### config.mk
export PLATFORM = sky130hd
export DESIGN_NAME = load_store_unit
export DESIGN_NICKNAME = d
export VERILOG_FILES = /design/src/rtl/lsu_pkg.sv /design/src/rtl/load_store_unit_lane_merge.sv /design/src/rtl/load_store_unit.sv
export SDC_FILE = /design/constraint.sdc
export NUM_CORES = 1
export LEC_CHECK = 0
export CORE_MARGIN = 2
export CORE_UTILIZATION = 45
export DETAILED_ROUTE_END_ITERATION = 8
export GPL_TIMING_DRIVEN = 1
export PLACE_DENSITY = 0.86
export SYNTH_ARGS = -nofsm -noshare
export SYNTH_HDL_FRONTEND = slang
export SYNTH_HIERARCHICAL = 1
export SYNTH_SLANG_ARGS = --single-unit
### constraint.sdc
create_clock -name Clk -period 6.15 [get_ports Clk]
set_input_delay 1.23 -clock Clk [delete_from_list [all_inputs] [get_ports Clk]]
set_output_delay 1.23 -clock Clk [all_outputs]
set_load 0.05 [all_outputs]
### src/rtl/lsu_pkg.sv
// Shared sizing helpers, funct3 size codes and FSM state type for the load/store unit.
package lsu_pkg;

  localparam int LSU_XLEN = 64;

  localparam logic [2:0] F3_B  = 3'b000;
  localparam logic [2:0] F3_H  = 3'b001;
  localparam logic [2:0] F3_W  = 3'b010;
  localparam logic [2:0] F3_D  = 3'b011;
  localparam logic [2:0] F3_BU = 3'b100;
  localparam logic [2:0] F3_HU = 3'b101;
  localparam logic [2:0] F3_WU = 3'b110;

  typedef enum logic [1:0] {IDLE, RD, WR, RESP} lsu_state_e;

  function automatic logic [3:0] size_bytes(input logic [2:0] f3);
    case (f3[1:0])
      2'd0:    size_bytes = 4'd1;
      2'd1:    size_bytes = 4'd2;
      2'd2:    size_bytes = 4'd4;
      default: size_bytes = 4'd8;
    endcase
  endfunction

  // Natural alignment of the in-word offset for the access size.
  function automatic logic [2:0] align_off(input logic [2:0] f3, input logic [2:0] off);
    align_off = off & ~3'(size_bytes(f3) - 4'd1);
  endfunction

  function automatic logic [7:0] lane_mask(input logic [2:0] f3, input logic [2:0] off);
    logic [15:0] m;
    m = 16'((16'd1 << size_bytes(f3)) - 16'd1);
    lane_mask = 8'(m << off);
  endfunction

  function automatic logic [LSU_XLEN-1:0] extend(input logic [LSU_XLEN-1:0] word,
                                                 input logic [2:0] f3, input logic [2:0] off);
    logic [LSU_XLEN-1:0] s;
    s = word >> {off, 3'b000};
    case (f3)
      F3_B:    extend = {{56{s[7]}}, s[7:0]};
      F3_H:    extend = {{48{s[15]}}, s[15:0]};
      F3_W:    extend = {{32{s[31]}}, s[31:0]};
      F3_BU:   extend = {56'd0, s[7:0]};
      F3_HU:   extend = {48'd0, s[15:0]};
      F3_WU:   extend = {32'd0, s[31:0]};
      default: extend = s;
    endcase
  endfunction

endpackage

### src/rtl/load_store_unit_lane_merge.sv
// Combinational store merge: replaces the sized byte lanes of the old memory word with wdata.
module lsu_lane_merge
  import lsu_pkg::*;
(
  input  logic [LSU_XLEN-1:0] old_word,
  input  logic [LSU_XLEN-1:0] wdata,
  input  logic [2:0]          funct3,
  input  logic [2:0]          off,
  output logic [LSU_XLEN-1:0] new_word
);

  logic [7:0]          mask;
  logic [LSU_XLEN-1:0] shifted;

  assign mask    = lane_mask(funct3, off);
  assign shifted = wdata << {off, 3'b000};

  for (genvar k = 0; k < 8; k++) begin : g_lane
    assign new_word[8*k +: 8] = mask[k] ? shifted[8*k +: 8] : old_word[8*k +: 8];
  end

endmodule

### src/rtl/load_store_unit.sv
// Load/store unit: one request at a time, RMW for sub-doubleword stores, sized/extended loads.
// Define MISALIGN_TRAP_EN to fault misaligned H/W/D accesses instead of force-aligning them.
module load_store_unit
  import lsu_pkg::*;
#(
  parameter int XLEN       = LSU_XLEN,
  parameter int DMEM_BYTES = 256
) (
  input  logic            Clk,
  input  logic            reset,
  input  logic            req_valid,
  output logic            req_ready,
  input  logic            req_store,
  input  logic [2:0]      req_funct3,
  input  logic [XLEN-1:0] req_addr,
  input  logic [XLEN-1:0] req_wdata,
  output logic            resp_valid,
  output logic [XLEN-1:0] resp_rdata,
  output logic            resp_fault,
  output logic [XLEN-1:0] mem_address,
  output logic [XLEN-1:0] mem_Data_write,
  output logic            mem_MemWrite,
  output logic            mem_MemRead,
  input  logic [XLEN-1:0] mem_Data_read
);

  lsu_state_e      state, state_n;
  logic            store_q, fault_q;
  logic [2:0]      f3_q;
  logic [XLEN-1:0] addr_q, wdata_q, word_q, merged;
  logic [2:0]      off_q;
  logic [3:0]      sz;
  logic [XLEN:0]   end_addr;
  logic            fault_in, misal;
  logic            accept;

  assign sz       = size_bytes(req_funct3);
  assign end_addr = {1'b0, req_addr} + (XLEN+1)'(sz);
`ifdef MISALIGN_TRAP_EN
  assign misal = |(req_addr[2:0] & 3'(sz - 4'd1));
`else
  assign misal = 1'b0;
`endif
  assign fault_in = (req_funct3 == 3'b111) || (req_store && req_funct3[2]) ||
                    (end_addr > (XLEN+1)'(DMEM_BYTES)) || misal;
  assign accept   = req_valid && (state == IDLE);

  // Non-faulting accesses are already aligned when trapping, so forcing alignment is always safe.
  assign off_q = align_off(f3_q, addr_q[2:0]);

  lsu_lane_merge u_merge (
    .old_word (word_q),
    .wdata    (wdata_q),
    .funct3   (f3_q),
    .off      (off_q),
    .new_word (merged)
  );

  always_ff @(posedge Clk or posedge reset) begin
    if (reset) begin
      state   <= IDLE;
      store_q <= 1'b0;
      fault_q <= 1'b0;
      f3_q    <= 3'd0;
      addr_q  <= '0;
      wdata_q <= '0;
      word_q  <= '0;
    end else begin
      state <= state_n;
      if (accept) begin
        store_q <= req_store;
        fault_q <= fault_in;
        f3_q    <= req_funct3;
        addr_q  <= req_addr;
        wdata_q <= req_wdata;
      end
      if (state == RD) word_q <= mem_Data_read;
    end
  end

  always_comb begin
    state_n = state;
    case (state)
      IDLE: if (req_valid) begin
        if (fault_in)                      state_n = RESP;
        else if (req_store && sz == 4'd8)  state_n = WR;
        else                               state_n = RD;
      end
      RD:      state_n = store_q ? WR : RESP;
      WR:      state_n = RESP;
      default: state_n = IDLE;
    endcase
  end

  always_comb begin
    req_ready      = 1'b0;
    resp_valid     = 1'b0;
    resp_fault     = 1'b0;
    resp_rdata     = '0;
    mem_MemRead    = 1'b0;
    mem_MemWrite   = 1'b0;
    mem_Data_write = '0;
    mem_address    = {addr_q[XLEN-1:3], 3'b000};
    case (state)
      IDLE: req_ready = 1'b1;
      RD:   mem_MemRead = 1'b1;
      WR: begin
        mem_MemWrite   = 1'b1;
        mem_Data_write = merged;
      end
      default: begin
        resp_valid = 1'b1;
        resp_fault = fault_q;
        if (!fault_q && !store_q) resp_rdata = extend(word_q, f3_q, off_q);
      end
    endcase
  end

endmodule
# Word-level counts from Yosys, hierarchy flattened
# Index checks and enable logic that the tools add are counted.
dict set report classes {
  muxes 24
  shifts 4
  add_sub_neg 3
  order_cmp 1
  reduce_logical 13
  n_eq_ne 14
  bitwise 2
}
# operator count
set ops {}
lappend ops {{$pmux W64 S6} 1}
lappend ops {{$mux W64} 3}
lappend ops {{$add A64 B4 Y65} 1}
lappend ops {{$gt A65 B9 Y1 const B} 1}
lappend ops {{$mux W8} 8}
lappend ops {{$shl A64 B6 Y64} 1}
lappend ops {{$shr A64 B6 Y64} 1}
lappend ops {{$pmux W4 S3} 2}
lappend ops {{$shl A1 B4 Y16 const A} 1}
lappend ops {{$shl A16 B3 Y8} 1}
lappend ops {{$sub A16 B1 Y16 const B} 1}
lappend ops {{$eq A3 B3 Y1 const B} 4}
lappend ops {{$eq A2 B1 Y1 const B} 3}
lappend ops {{$eq A2 B2 Y1 const B} 3}
lappend ops {{$logic_not A2 Y1} 3}
lappend ops {{$mux W1} 6}
lappend ops {{$mux W2} 3}
lappend ops {{$pmux W2 S3} 1}
lappend ops {{$eq A4 B4 Y1 const B} 1}
lappend ops {{$logic_and A1 B1 Y1} 4}
lappend ops {{$and A3 B3 Y3} 1}
lappend ops {{$eq A3 B1 Y1 const B} 1}
lappend ops {{$eq A3 B2 Y1 const B} 1}
lappend ops {{$logic_not A3 Y1} 1}
lappend ops {{6 further kinds} 8}
dict set report word_totals {
  ff_bits 199
  in_bits 199
}

# Depth between registers and ports, before layout
# Gate-level depths: netlist (run 1).
dict set report logic_depth {
  depth_word 9
  depth_mapped 15
  depth_no_buf 12
}

# Cells and area by module
# Netlist (run 1), hierarchy kept.
# mod cells_each area_per_inst_um2 seq_area_each_um2 instances
set by_module_without_submodules {}
lappend by_module_without_submodules {load_store_unit 1190 11872.6 4979.8 1}
lappend by_module_without_submodules {lsu_lane_merge 306 2575.0 0.0 1}

# Least setup slack after synthesis (run 1)
# OpenSTA, ideal clock, no wires.
dict set report synth_path {
  kind {flip-flop to output port}
  start {register f3_q[1]}
  end {output port mem_Data_write[24]}
  stages_incl_launch_ff 14
  slack_ns 1.452
  arrival_ns 3.468
  required_ns 4.920
  cell_sequence {dfrtp_1 > buf_2 > nor2_1 > nand2_2 > inv_2 > buf_1 > clkbuf_1 > buf_1 > buf_6 > buf_2 > clkbuf_1 > mux2_2 > o21ai_0 > and2_1}
}
dict set report synth_via {
  elab_chain_cells 8
  word_cells_on_any_way 13
}
# element line
set synth_rtl {}
lappend synth_rtl {{from (decl)} load_store_unit.sv:29} ;# logic [2:0] f3_q;
lappend synth_rtl {{from (signal assigned)} load_store_unit.sv:73} ;# f3_q <= req_funct3;
lappend synth_rtl {{$eq A2 B2 Y1, or another cell as far along} lsu_pkg.sv:17} ;# case (f3[1:0])
lappend synth_rtl {{$pmux W4 S3 *} lsu_pkg.sv:17}
lappend synth_rtl {{$sub A3 B1 Y3 *} lsu_pkg.sv:27} ;# align_off = off & ~3'(size_bytes(f3) - 4'd1);
lappend synth_rtl {{$not A3 Y3 *} lsu_pkg.sv:27}
lappend synth_rtl {{$and A3 B3 Y3 *} lsu_pkg.sv:27}
lappend synth_rtl {{via off_q[0]} load_store_unit.sv:31} ;# logic [2:0] off_q;
lappend synth_rtl {{$shl A64 B6 Y64 or $shl A16 B3 Y8 (tied branches)} {load_store_unit_lane_merge.sv:16, lsu_pkg.sv:33}}
lappend synth_rtl {{$mux W8 *} load_store_unit_lane_merge.sv:19} ;# assign new_word[8*k +: 8] = mask[k] ? shifted[8*k +: 8] : old_word[8*k +: 8];
lappend synth_rtl {{via merged[24]} load_store_unit.sv:30} ;# logic [XLEN-1:0] addr_q, wdata_q, word_q, merged;
lappend synth_rtl {{$mux W64 *} load_store_unit.sv:104} ;# case (state)
lappend synth_rtl {{to (decl)} load_store_unit.sv:21} ;# output logic [XLEN-1:0] mem_Data_write,
# The timed path passes the listed nets; every way through them passes the cells marked *.

# Final worst setup path (run 1)
dict set report layout_path {
  start {register f3_q[1]}
  end {output port resp_rdata[40]}
}
dict set report layout_via {
  elab_chain_cells 9
  word_cells_on_any_way 17
}
# element line
set layout_rtl {}
lappend layout_rtl {{$eq A2 B2 Y1, or another cell as far along} lsu_pkg.sv:17}
lappend layout_rtl {{$pmux W4 S3} --}
lappend layout_rtl {{$sub A3 B1 Y3} lsu_pkg.sv:27}
lappend layout_rtl {{$not A3 Y3} lsu_pkg.sv:27}
lappend layout_rtl {{$and A3 B3 Y3} lsu_pkg.sv:27}
lappend layout_rtl {{$shr A64 B6 Y64} lsu_pkg.sv:39} ;# s = word >> {off, 3'b000};
lappend layout_rtl {{$pmux W64 S6 *} lsu_pkg.sv:40} ;# case (f3)
lappend layout_rtl {{$mux W64 *} load_store_unit.sv:114} ;# if (!fault_q && !store_q) resp_rdata = extend(word_q, f3_q, off_q);
lappend layout_rtl {{$mux W64 *} load_store_unit.sv:104}
lappend layout_rtl {{to (decl)} load_store_unit.sv:18} ;# output logic [XLEN-1:0] resp_rdata,
# Mark *: on every way between the ends. The rest lies on a longest branch, timed or not.

==> results of run 1 <==
-- worst min-delay path: cells and delay by family (launching register included) --
kind / cells / cell delay (ps)
flip-flops: 1 / 350
AND/OR/NAND/NOR: 1 / 50
AO/OA/AOI/OAI: 1 / 60
-- layer usage --
metal	track usage	share of wire	vias up	wire length, µm
met5	0	0.00046	-	25
met4	0.1962	0.067	4	3638
met3	0.08578	0.097	195	5320
met2	0.5164	0.46	839	25320
met1	0.3855	0.37	6422	20320
li1	-	-	5863	-
-- layout make-up --
class                           count  area share
Inverter                           22    0.004639
Tap cell                          402     0.02627
Sequential cell                   199      0.2600
Timing Repair Buffer              415      0.2401
Clock inverter                     13    0.006142
Antenna cell                        2   0.0002614
Multi-Input combinational cell   1111      0.4395
Clock buffer                       19     0.02313
-- logic make-up (layout without fill, tap and decap cells) --
group | after synthesis | in the layout
simple gates | 480 | 480
mux | 334 | 334
compound gates | 255 | 255
flops | 199 | 199
buf+inv | 188 | 469
xor+xnor | 30 | 30
fa+ha+maj | 9 | 9
other cells | 1 | 5
-- sequential cells by signal (all words and copies together), names as in the netlist --
signal / cells
fault_q: 1
word_q: 64
store_q: 1
f3_q: 3
addr_q: 64
wdata_q: 64
state: 2
-- power by group through the flow --
stage | Sequential [µW] | Clock, µW | Combinational, µW
after floorplan | 2400 | 0 | 6000
after global routing | 2920 | 1200 | 8840
final | 2890 | 1130 | 8440
after global placement | 2830 | 0 | 8210
after detailed placement | 2870 | 0 | 8270
after CTS | 2850 | 1150 | 8310
-- worst max-delay path by stage --
stage	startpoint	endpoint	slack, ps
finish	f3_q[1]$_DFFE_PP0P_	resp_rdata[40]	510
global route	f3_q[1]$_DFFE_PP0P_	resp_rdata[43]	270
CTS	f3_q[1]$_DFFE_PP0P_	resp_rdata[49]	570
detailed placement	req_funct3[0]	state[0]$_DFFE_PP0P_	990
global placement	req_funct3[0]	state[0]$_DFFE_PP0P_	1110
floorplan	f3_q[1]$_DFFE_PP0P_	mem_Data_write[24]	1450
-- cell usage after synthesis (all sizes together) (5+ instances only) --
| library cell | count |
|---|---|
| nand4 | 22 |
| o21ai | 77 |
| and2 | 71 |
| o31ai | 5 |
| a31oi | 20 |
| and3 | 9 |
| nand2 | 162 |
| or3 | 5 |
| mux2i | 74 |
| nand3 | 35 |
| xor2 | 12 |
| ha | 8 |
| a21oi | 72 |
| buf | 118 |
| mux2 | 237 |
| nor4 | 10 |
| dfrtp | 199 |
| a22oi | 24 |
| nor2b | 9 |
| a211oi | 8 |
| inv | 21 |
| a211o | 7 |
| and4 | 12 |
| o2bb2ai | 9 |
| clkbuf | 48 |
| xnor2 | 18 |
| nor2 | 105 |
| mux4 | 23 |
| nor3 | 26 |
-- placed cells by master (no fill, tap or decap), drive strengths merged, types with 9 or more instances in the layout --
master	instances
a21oi	72
a22oi	24
buf	143
and4	12
nor2	105
inv	23
and3	9
nor3	26
nand2	162
clkbuf	19
nor4	10
mux2i	74
o21ai	77
nand4	22
nand3	35
xnor2	18
and2	71
a31oi	20
dfrtp	199
xor2	12
clkdlybuf4s50	272
o2bb2ai	9
mux2	237
mux4	23
nor2b	9
-- per-stage QoR --
step	power (µW)	std cells	hold WS (ps)	area, µm²	setup WS [ps]
2_1_floorplan	8397	1498	451.0	14460	1452
3_3_place_gp	11040	2149	461.1	18580	1106
3_5_place_dp	11140	2149	473.9	18580	992.6
4_1_cts	12320	2181	487.7	19140	568.1
5_1_grt	12960	2181	512.4	19140	270.0
6_report	12460	2183	485.2	19150	505.6
==> flow_metrics.env, run 1 <==
export IMPL_status="finished clean"
export IMPL_synth_top_area_frac=0.3447
export IMPL_swShare=0.5179
export IMPL_grt_pass1_wl_um=80870
export IMPL_crit_buf_inv=6
export IMPL_grt_overflow_total=0
export IMPL_cts_hold_buf=0
export IMPL_crit_path_end_kind="output pin"
export IMPL_num_rows=65
export IMPL_min_from="addr_q[60]$_DFFE_PP0P_"
export IMPL_final_nets=1974
export IMPL_cts_resized=0
export IMPL_period_needed_ps=5644
export IMPL_drc=0
export IMPL_drt_first_pass_iters=6
export IMPL_clockBufferDepth=2
export IMPL_p_clk_frac=0.090
export IMPL_rr_worst_depth=5
export IMPL_rsz0062_at_grt="false"
export IMPL_fp_dieW_um=183.2
export IMPL_synth_compound_area_frac=0.1129
export IMPL_cts_sinks=199
export IMPL_ant_nets=0
export IMPL_hold_viol=0
export IMPL_vias_per_cell=6.103
export IMPL_io_pins=396
export IMPL_ys_warnings_count=6
export IMPL_p_per_area_mw_per_mm2=650.6
export IMPL_via_count=13320
export IMPL_whs_endpoint="addr_q[60]$_DFFE_PP0P_"
export IMPL_cts_clk_slew_worst_paths_ps=80
export IMPL_gp_congestion=1.028
export IMPL_cp_max_fo=35
export IMPL_p_int_uw=6006
export IMPL_dp_hpwl_um=41850
export IMPL_hold_depth=2
export IMPL_synth_xor_area_frac=0.01819
export IMPL_clk_latency_ps=450
export IMPL_drive_gt1_frac=0.2603
export IMPL_fin_skew_ps=6.971
export IMPL_finalSetupTns_ps=0
export IMPL_ctsRootBufferMaster="clkbuf_16"
export IMPL_hold_class="register to register"
export IMPL_netlist_top_cell_by_area="dfrtp_1"
export IMPL_areaGrowthSynthToFinish_pct=32.55
export IMPL_ys_seq_area_frac=0.3447
export IMPL_clock_fmax_mhz=177.2
export IMPL_path_cells="buf_4 > nand2b_1 > buf_4 > clkinv_2 > buf_4 > mux4_2 > mux2_2 > o211a_1 > o311ai_4 > buf_4 > a21oi_1 > buf_4"
export IMPL_synth_edf_count=0
export IMPL_power_leakage_uw=0.007709
export IMPL_numCtsBuffers=17
export IMPL_syn_inst=1496
export IMPL_post_cts_buffers=0
export IMPL_slew_viol_final=0
export IMPL_vdd_drop_max_mv=0.3955
export IMPL_cp_slowest_stage_delay_ps=460
export IMPL_final_util=0.6069
export IMPL_syn_cell_area_mm2=0.01445
export IMPL_maxCapViolations=0
export IMPL_yosys_cell_types_count=82
export IMPL_required_ps=4920
export IMPL_combPwrFrac=0.677
export IMPL_drtIter0Drc=1242
export IMPL_placeableCoreArea_mm2=0.03156
export IMPL_grt_max_degree=141
export IMPL_cp_common_cell="buf_4"
export IMPL_cts_tree="built"
export IMPL_cp_top_family="buffers and inverters"
export IMPL_start_util=0.4579
export IMPL_async_flop_share=1.000
export IMPL_cp_arrival_ps=4410
export IMPL_grtUsageTotal=0.3212
export IMPL_setup_viol=0
export IMPL_regToRegSetupSlack_ps=3590
export IMPL_worst_r2r_endpoint="addr_q[31]$_DFFE_PP0P_"
export IMPL_syn_area_per_cell_um2=9.657
export IMPL_multi_input_area_mm2=0.008416
export IMPL_yosys_area_share_simple=0.1674
export IMPL_period_share=0.9178
export IMPL_wl_per_cell_um=25.02
export IMPL_wirelength_um=54620
export IMPL_die_area_mm2=0.03355
export IMPL_slew_headroom=0.2483
export IMPL_path_depth=12
export IMPL_tightestPinTransition_ps=1125
export IMPL_p_switching_uw=6453
export IMPL_p_seq_frac=0.232
export IMPL_synth_top_family_by_area="multiplexers"
export IMPL_rr_startpoint="state[0]$_DFFE_PP0P_"
export IMPL_synth_flop_cell="dfrtp_1"
export IMPL_cp_start_kind="register"
export IMPL_seqCellArea_mm2=0.004980
export IMPL_fill_cells=2593
export IMPL_antenna_found_initial=3
export IMPL_yosys_top_cells_area="dfrtp_1, mux2_2, mux2i_1, nand2_1, buf_4"
export IMPL_die_h_um=183.2
export IMPL_port_buffers=392
export IMPL_h_tree_depth=4
export IMPL_yosys_area_share_adder=0.008314
export IMPL_grt_pass1_vias=13160
export IMPL_synth_mux_area_frac=0.2742
export IMPL_ys_seq_elements=199
export IMPL_path_class="register to output pin"
export IMPL_slowest_stage="o211a_1"
(Power assumes the default switching activity.)
==> inputs of run 2 (changes only) <==
--- a/config.mk
+++ b/config.mk
@@ -7,6 +7,7 @@
 export LEC_CHECK = 0
 export CORE_MARGIN = 2
 export CORE_UTILIZATION = 45
+export CTS_CLUSTER_SIZE = 8
 export DETAILED_ROUTE_END_ITERATION = 8
 export GPL_TIMING_DRIVEN = 1
 export PLACE_DENSITY = 0.86
==> results of run 2 <==
Final layout, timing and power as in run 1 (identical DEF).
